`config.mk`:
```
export PLATFORM = sky130hd
export DESIGN_NAME = mem_stage
export DESIGN_NICKNAME = d
export VERILOG_FILES = /design/src/rtl/mem_stage_pkg.sv /design/src/rtl/mem_load_align.sv /design/src/rtl/mem_stage.sv
export SDC_FILE = /design/constraint.sdc
export NUM_CORES = 1
export LEC_CHECK = 0
export ABC_CLOCK_PERIOD_IN_PS = 5200
export CORE_MARGIN = 2
export CORE_UTILIZATION = 47
export DETAILED_ROUTE_END_ITERATION = 8
export GPL_TIMING_DRIVEN = 0
export PLACE_DENSITY = 0.82
export SKIP_LAST_GASP = 1
export SYNTH_ARGS = -nofsm -noshare
export SYNTH_HDL_FRONTEND = slang
export SYNTH_SLANG_ARGS = --single-unit
```
`constraint.sdc`:
```
create_clock -name clk -period 5.2 [get_ports clk]
set_input_delay 1.3 -clock clk [delete_from_list [all_inputs] [get_ports clk]]
set_output_delay 1.3 -clock clk [all_outputs]
set_load 0.1 [all_outputs]
```
`src/rtl/mem_stage_pkg.sv`:
```
// Shared definitions for the MEM pipeline stage: control-word layouts,
// funct3 access codes, access-size decode and FSM encoding.
package mem_stage_pkg;

    // EXE->MEM control word, MSB first: the field order is the bit map.
    typedef struct packed {
        logic       jump_r;   // [13]
        logic [2:0] funct3;   // [12:10]
        logic [4:0] rd;       // [9:5]
        logic       branch;   // [4]
        logic       wr_rf;    // [3]
        logic       store;    // [2]
        logic       load;     // [1]
        logic       jump;     // [0]
    } ctrl_mem_t;

    // MEM->WB control word.
    typedef struct packed {
        logic [2:0] funct3;   // [9:7]
        logic [4:0] rd;       // [6:2]
        logic       wr_rf;    // [1]
        logic       load;     // [0]
    } ctrl_wb_t;

    localparam int CTRL_MEM_W = $bits(ctrl_mem_t);
    localparam int CTRL_WB_W  = $bits(ctrl_wb_t);

    // Stores share the low three codes with the signed loads.
    localparam logic [2:0] F3_LB_SB = 3'b000;
    localparam logic [2:0] F3_LH_SH = 3'b001;
    localparam logic [2:0] F3_LW_SW = 3'b010;
    localparam logic [2:0] F3_LBU   = 3'b100;
    localparam logic [2:0] F3_LHU   = 3'b101;

    typedef enum logic [1:0] {SZ_B, SZ_H, SZ_W} size_t;

    typedef enum logic {ST_IDLE = 1'b0, ST_WAIT = 1'b1} state_t;

    // Access width implied by funct3; unknown codes behave as word accesses.
    function automatic size_t access_size(input logic [2:0] funct3);
        case (funct3)
            F3_LB_SB, F3_LBU: return SZ_B;
            F3_LH_SH, F3_LHU: return SZ_H;
            F3_LW_SW:         return SZ_W;
            default:          return SZ_W;
        endcase
    endfunction

endpackage

```
`src/rtl/mem_load_align.sv`:
```
// Load data formatting: picks the addressed byte/half out of the read word
// and sign- or zero-extends it according to funct3.
module mem_load_align
    import mem_stage_pkg::*;
(
    input  logic [2:0]  funct3,
    input  logic [1:0]  addr_lo,
    input  logic [31:0] rdata,
    output logic [31:0] value
);

    logic [7:0]  byte_sel;
    logic [15:0] half_sel;

    // Lane selection and extension of the read word
    always_comb begin
        // NOTE: every signal written here gets a default first, so no path through
        // the case statement can leave it unassigned and infer a latch.
        byte_sel = rdata[{addr_lo, 3'b000} +: 8];
        half_sel = addr_lo[1] ? rdata[31:16] : rdata[15:0];
        value    = rdata;
        case (funct3)
            F3_LB_SB: value = {{24{byte_sel[7]}}, byte_sel};
            F3_LBU:   value = {24'h0, byte_sel};
            F3_LH_SH: value = {{16{half_sel[15]}}, half_sel};
            F3_LHU:   value = {16'h0, half_sel};
            default:  value = rdata;
        endcase
    end

endmodule

```
`src/rtl/mem_stage.sv`:
```
// MEM pipeline stage: data-memory req/ack access with a one-entry request
// buffer, store lane steering, load formatting, branch/jump redirect and
// misalignment detection, registered MEM->WB bundle.
module mem_stage
    import mem_stage_pkg::*;
#(
    parameter int SIZE = 32
) (
    input  logic                  clk,
    input  logic                  reset,
    input  logic [CTRL_MEM_W-1:0] control_registers_MEM,
    input  logic [SIZE-1:0]       ALU_result,
    input  logic [SIZE-1:0]       rs2_store_data_MEM,
    input  logic [SIZE-1:0]       immidiate_to_MEM,
    input  logic [SIZE-1:0]       PC_MEM,
    input  logic                  take_branch,
    input  logic [31:0]           dmem_rdata,
    input  logic                  dmem_ack,
    output logic                  dmem_req,
    output logic                  dmem_we,
    output logic [SIZE-1:0]       dmem_addr,
    output logic [31:0]           dmem_wdata,
    output logic [3:0]            dmem_be,
    output logic                  mem_stall,
    output logic                  misaligned_ldst_exception,
    output logic                  misaligned_jump_exception,
    output logic [SIZE-1:0]       jump_address,
    output logic                  pc_redirect,
    output logic [CTRL_WB_W-1:0]  control_registers_WB,
    output logic [SIZE-1:0]       ALU_result_to_WB
);

    ctrl_mem_t ctrl;
    state_t    state;
    logic      waiting;

    // Request buffer: holds the access while EXE feeds bubbles during a stall.
    logic [SIZE-1:0] buf_addr;
    logic [31:0]     buf_wdata;
    logic [3:0]      buf_be;
    logic            buf_we;
    ctrl_wb_t        buf_ctrl;

    ctrl_wb_t        wb_ctrl;
    logic [SIZE-1:0] wb_data;

    size_t           live_size;
    logic            misaligned_ldst;
    logic            live_access;
    logic [3:0]      live_be;
    logic [31:0]     live_wdata;
    ctrl_wb_t        live_wb;
    logic [SIZE-1:0] target;
    logic            taken;
    logic [SIZE-1:0] req_addr;
    logic [31:0]     load_value;

    assign ctrl    = ctrl_mem_t'(control_registers_MEM);
    assign waiting = (state == ST_WAIT);

    // Decode the live instruction: store lanes and alignment check
    always_comb begin
        live_size       = access_size(ctrl.funct3);
        live_be         = 4'b1111;
        live_wdata      = rs2_store_data_MEM[31:0];
        misaligned_ldst = 1'b0;
        case (live_size)
            SZ_B: begin
                live_be    = 4'b0001 << ALU_result[1:0];
                live_wdata = {4{rs2_store_data_MEM[7:0]}};
            end
            SZ_H: begin
                live_be         = ALU_result[1] ? 4'b1100 : 4'b0011;
                live_wdata      = {2{rs2_store_data_MEM[15:0]}};
                misaligned_ldst = ALU_result[0];
            end
            default: misaligned_ldst = (ALU_result[1:0] != 2'b00);
        endcase
        misaligned_ldst = misaligned_ldst & (ctrl.load | ctrl.store);
    end

    assign live_access = (ctrl.load | ctrl.store) & ~misaligned_ldst;
    assign live_wb     = '{funct3: ctrl.funct3, rd: ctrl.rd, wr_rf: ctrl.wr_rf, load: ctrl.load};

    // Redirect target; flags are suppressed while an access is outstanding.
    assign target       = ctrl.jump_r ? {ALU_result[SIZE-1:1], 1'b0} : PC_MEM + immidiate_to_MEM;
    assign taken        = ctrl.jump | ctrl.jump_r | (ctrl.branch & take_branch);
    assign jump_address = target;
    assign pc_redirect  = ~waiting & taken & (target[1:0] == 2'b00);
    assign misaligned_jump_exception = ~waiting & taken & (target[1:0] != 2'b00);
    assign misaligned_ldst_exception = ~waiting & misaligned_ldst;

    // Memory port: live inputs in IDLE, buffered request in WAIT.
    assign req_addr   = waiting ? buf_addr : ALU_result;
    assign dmem_req   = waiting | live_access;
    assign dmem_we    = waiting ? buf_we : ctrl.store;
    assign dmem_addr  = {req_addr[SIZE-1:2], 2'b00};
    assign dmem_wdata = waiting ? buf_wdata : live_wdata;
    assign dmem_be    = waiting ? buf_be : live_be;
    assign mem_stall  = waiting ? ~dmem_ack : (live_access & ~dmem_ack);

    mem_load_align u_load_align (
        .funct3  (waiting ? buf_ctrl.funct3 : ctrl.funct3),
        .addr_lo (req_addr[1:0]),
        .rdata   (dmem_rdata),
        .value   (load_value)
    );

    // FSM, request buffer capture and MEM->WB registers
    always_ff @(posedge clk) begin
        // NOTE: non-blocking assignments so every register samples pre-edge values,
        // independent of statement order.
        if (reset) begin
            state     <= ST_IDLE;
            buf_addr  <= '0;
            buf_wdata <= '0;
            buf_be    <= '0;
            buf_we    <= 1'b0;
            buf_ctrl  <= '0;
            wb_ctrl   <= '0;
            wb_data   <= '0;
        end else begin
            wb_ctrl <= '0;
            wb_data <= '0;
            case (state)
                ST_IDLE: begin
                    if (live_access && !dmem_ack) begin
                        state     <= ST_WAIT;
                        buf_addr  <= ALU_result;
                        buf_wdata <= live_wdata;
                        buf_be    <= live_be;
                        buf_we    <= ctrl.store;
                        buf_ctrl  <= live_wb;
                    end else if (!misaligned_ldst) begin
                        wb_ctrl <= live_wb;
                        if (ctrl.jump || ctrl.jump_r)
                            wb_data <= PC_MEM + SIZE'(4);
                        else if (ctrl.load)
                            wb_data <= SIZE'(load_value);
                        else
                            wb_data <= ALU_result;
                    end
                end
                ST_WAIT: begin
                    if (dmem_ack) begin
                        state   <= ST_IDLE;
                        wb_ctrl <= buf_ctrl;
                        wb_data <= buf_ctrl.load ? SIZE'(load_value) : buf_addr;
                    end
                end
                default: state <= ST_IDLE;
            endcase
        end
    end

    assign control_registers_WB = wb_ctrl;
    assign ALU_result_to_WB     = wb_data;

endmodule

```
==> results.yml <==
run_status:
  status: "finished with violations"
  violations: "negative setup slack"
routing:
  routed_wl_mm: 41.9
  drt_pass1_iterations: 6
  viasPerCell: 5.97
  wl_per_cell_um: 21.8
  ant_nets: 0
  vias: 11500
  drc: 0
  drt-initial-drc-count: 885
worst_setup_path:
  critPathLaunchType: "primary input"
  rr_startpoint: "state"
  critical_path_class: "in2out"
  r2r_slack_ns: 2.51
  worst_r2r_path_depth: 8
  worst_ep_required_time_ns: 3.90
  crit_fanout: 6
  critPathArrivalTime_ns: 3.99
  cp-end-kind: "primary output"
  r2r_end: "buf_addr[8]"
die:
  io_pins: 326
  num_rows: 52
  start_util: 0.475
  coreArea_um2: 20100
  fp.dieArea_um2: 21500
  die_height_um: 146
  die_width_um: 146
global_routing:
  antenna_found_initial: 7
  track_usage: 0.376
  grt-ovfl-total: 0
  grt_max_degree: 17
  grt_pass1_wl_mm: 62.6
  grt_pass1_vias: 11100
yosys:
  synth_ff_type: "dfxtp_1"
  synth.most_common_cell: "nand2_1"
  avgSynthCellArea_um2: 7.47
  yosysTopAreaCell: "dfxtp_1"
  synth_edf_count: 0
  synth_seq_area_share: 0.256
  syn-cell-area_um2: 9540
  synth-seq-cells: 122
  yosys-top-cells-area: "dfxtp_1 (26%), mux2_2 (10%), nand2_1 (9.3%)"
  synth_cells: 1278
  async_reset_ff_frac: 0
  yosysWarnings: 0
  ys_top_cells_by_count: "nand2_1 (236), a21oi_1 (166), dfxtp_1 (122)"
  synth.top_cell.area_share: 0.256
  synth_cell_types: 74
power_and_ir_drop:
  seq_power_share: 0.244
  p_per_area_nw_per_um2: 291
  p_leak_nw: 5.69
  p_sw_mw: 1.90
  vdd_ir_drop_max_uv: 227
  switching_share: 0.454
  clkPwrFrac: 0.265
  combPwrFrac: 0.491
  p_int_mw: 2.28
final_layout:
  fin_area_um2: 14300
  syn_to_final_growth_pct: 50.4
  final_layout_size_suffix_gt1_frac: 0.181
  fin_nets: 1849
placed_design:
  dp_hpwl_mm: 32.4
  postPlaceCellArea_um2: 13300
  gp_congestion: 1.02
  io_buffers: 320
sta:
  slew_violations: 0
  clock_skew_ns: 0.0107
  period_share: 1.02
  final.setup.tns_ns: -0.146
  slew_headroom: 0.245
  max_freq_mhz: 189
  setup_viol: 3
  rsz0062_at_grt: "yes"
  fin_ws_ns: -0.0870
  tightest_slew_ns: 1.12
  period_minus_slack_ns: 5.29
  finalHoldViolations: 0
hold_path:
  worstHoldStart: "buf_wdata[6]"
  worstHoldEndpoint: "buf_wdata[6]"
  min_path_type: "reg2reg"
  holdPathStages: 2
clock_network:
  cts_root_buf: "clkbuf_16"
  cts_hold_buf: 0
  cts_tree: "built"
  clkTransAtPathRegs_ns: 0.06
  h-tree-depth: 4
  cts_buffers: 17
  cts_max_path_buffers: 2
  clock-sinks: 122
  clkLatencyLatePin_ns: 0.43
run:
  max_cap_violations: 0
## state kept, by name, indices dropped and copies added, names as in the netlist
| name | flops |
|---|---|
| buf_addr | 32 |
| ALU_result_to_WB | 32 |
| control_registers_WB | 10 |
| state | 1 |
| buf_be | 4 |
| buf_ctrl | 10 |
| buf_wdata | 32 |
| buf_we | 1 |
## worst max-delay path by stage
stage / start / to
detailed placement: PC_MEM[0] / jump_address[30]
global placement: PC_MEM[0] / jump_address[30]
CTS: PC_MEM[16] / jump_address[30]
global route: PC_MEM[17] / jump_address[30]
finish: PC_MEM[17] / jump_address[30]
floorplan: immidiate_to_MEM[0] / pc_redirect
## placed cells by master (no fill, tap or decap), types with 19 or more instances in the layout
master           netlist  layout
clkbuf_1              67      63
o21ai_0               52      19
buf_2                  9      31
ha_4                   0      23
xnor2_1               25      25
nor3_1                38      33
mux2i_1               37      37
dfxtp_1              122     122
nand2_1              236     236
nor2_1               102     101
inv_1                 21      21
dlymetal6s2s_1         0      19
mux2_2                87      86
xor2_1                26      26
dlygate4sd2_1          0      27
a21oi_1              166     162
clkdlybuf4s50_1        0     225
buf_4                  3      30
o21ai_1               19      37
## metal layers
metal | GRT usage | vias up | share of wire
li1 | - | 5276 | -
met1 | 0.452 | 5292 | 0.38
met2 | 0.617 | 733 | 0.46
met3 | 0.113 | 167 | 0.12
met4 | 0.178 | 8 | 0.048
met5 | 0 | - | 0.0014
## power by group through the flow
stage               Combinational, mW  Sequential [mW]  Clock [mW]
floorplan                        1.23             1.20           0
global placement                 1.95             1.04           0
detailed placement               1.96             1.04           0
CTS                              2.01             1.02        1.10
global route                     2.13             1.02        1.14
finish                           2.05             1.02        1.11
## worst max-delay path: stages
cell and delay (ns):
dlygate4sd2_1 0.33, ha_2 0.37, nand2_1 0.12, o21ai_2 0.08, o41ai_2 0.35, buf_4 0.19, a2bb2oi_4 0.19, a31oi_4 0.12
o211ai_1 0.25, a21oi_1 0.12, o31ai_2 0.28, buf_6 0.27
## timing repair
item | in CTS | in global routing
pin swaps | 37 | 31
setup buffers | 15 | 6
resized for setup | 287 | 89
setup endpoints to repair | 36 | 43
## final cells by class
class / count / area, um^2
clock buffers: 21 / 460
plain buffers: 92 / 405
fillers: 1660 / 5760
flip-flops and latches: 122 / 2440
well taps: 270 / 338
multi-input cells: 1042 / 7270
repair buffers: 341 / 3270
diodes: 5 / 12.5
clock inverters: 8 / 73.8
inverters: 22 / 82.6
## logic make-up (layout without fill, tap and decap cells)
group / after synthesis / in the layout / share of synthesized area
compound gates: 377 / 377 / 0.247
xor+xnor: 51 / 51 / 0.0468
fa+ha+maj: 33 / 33 / 0.0441
buf+inv: 115 / 484 / 0.0508
flops: 122 / 122 / 0.256
mux: 127 / 127 / 0.148
other cells: 1 / 7 / 0.000393
simple gates: 452 / 452 / 0.207
## through the flow
stage	power (mW)	hold slack, ns	util	cells	setup WS (ns)
after CTS	4.12	0.453	0.706	1912	-0.0768
final	4.18	0.453	0.714	1923	-0.0870
after floorplan	2.43	0.433	-	1279	-1.24
after detailed placement	2.99	0.443	0.662	1869	-1.66
after global routing	4.30	0.471	0.713	1919	-0.196
after global placement	2.98	0.438	0.662	1869	-1.64
Note: power is estimated with default switching activity, not from simulation.
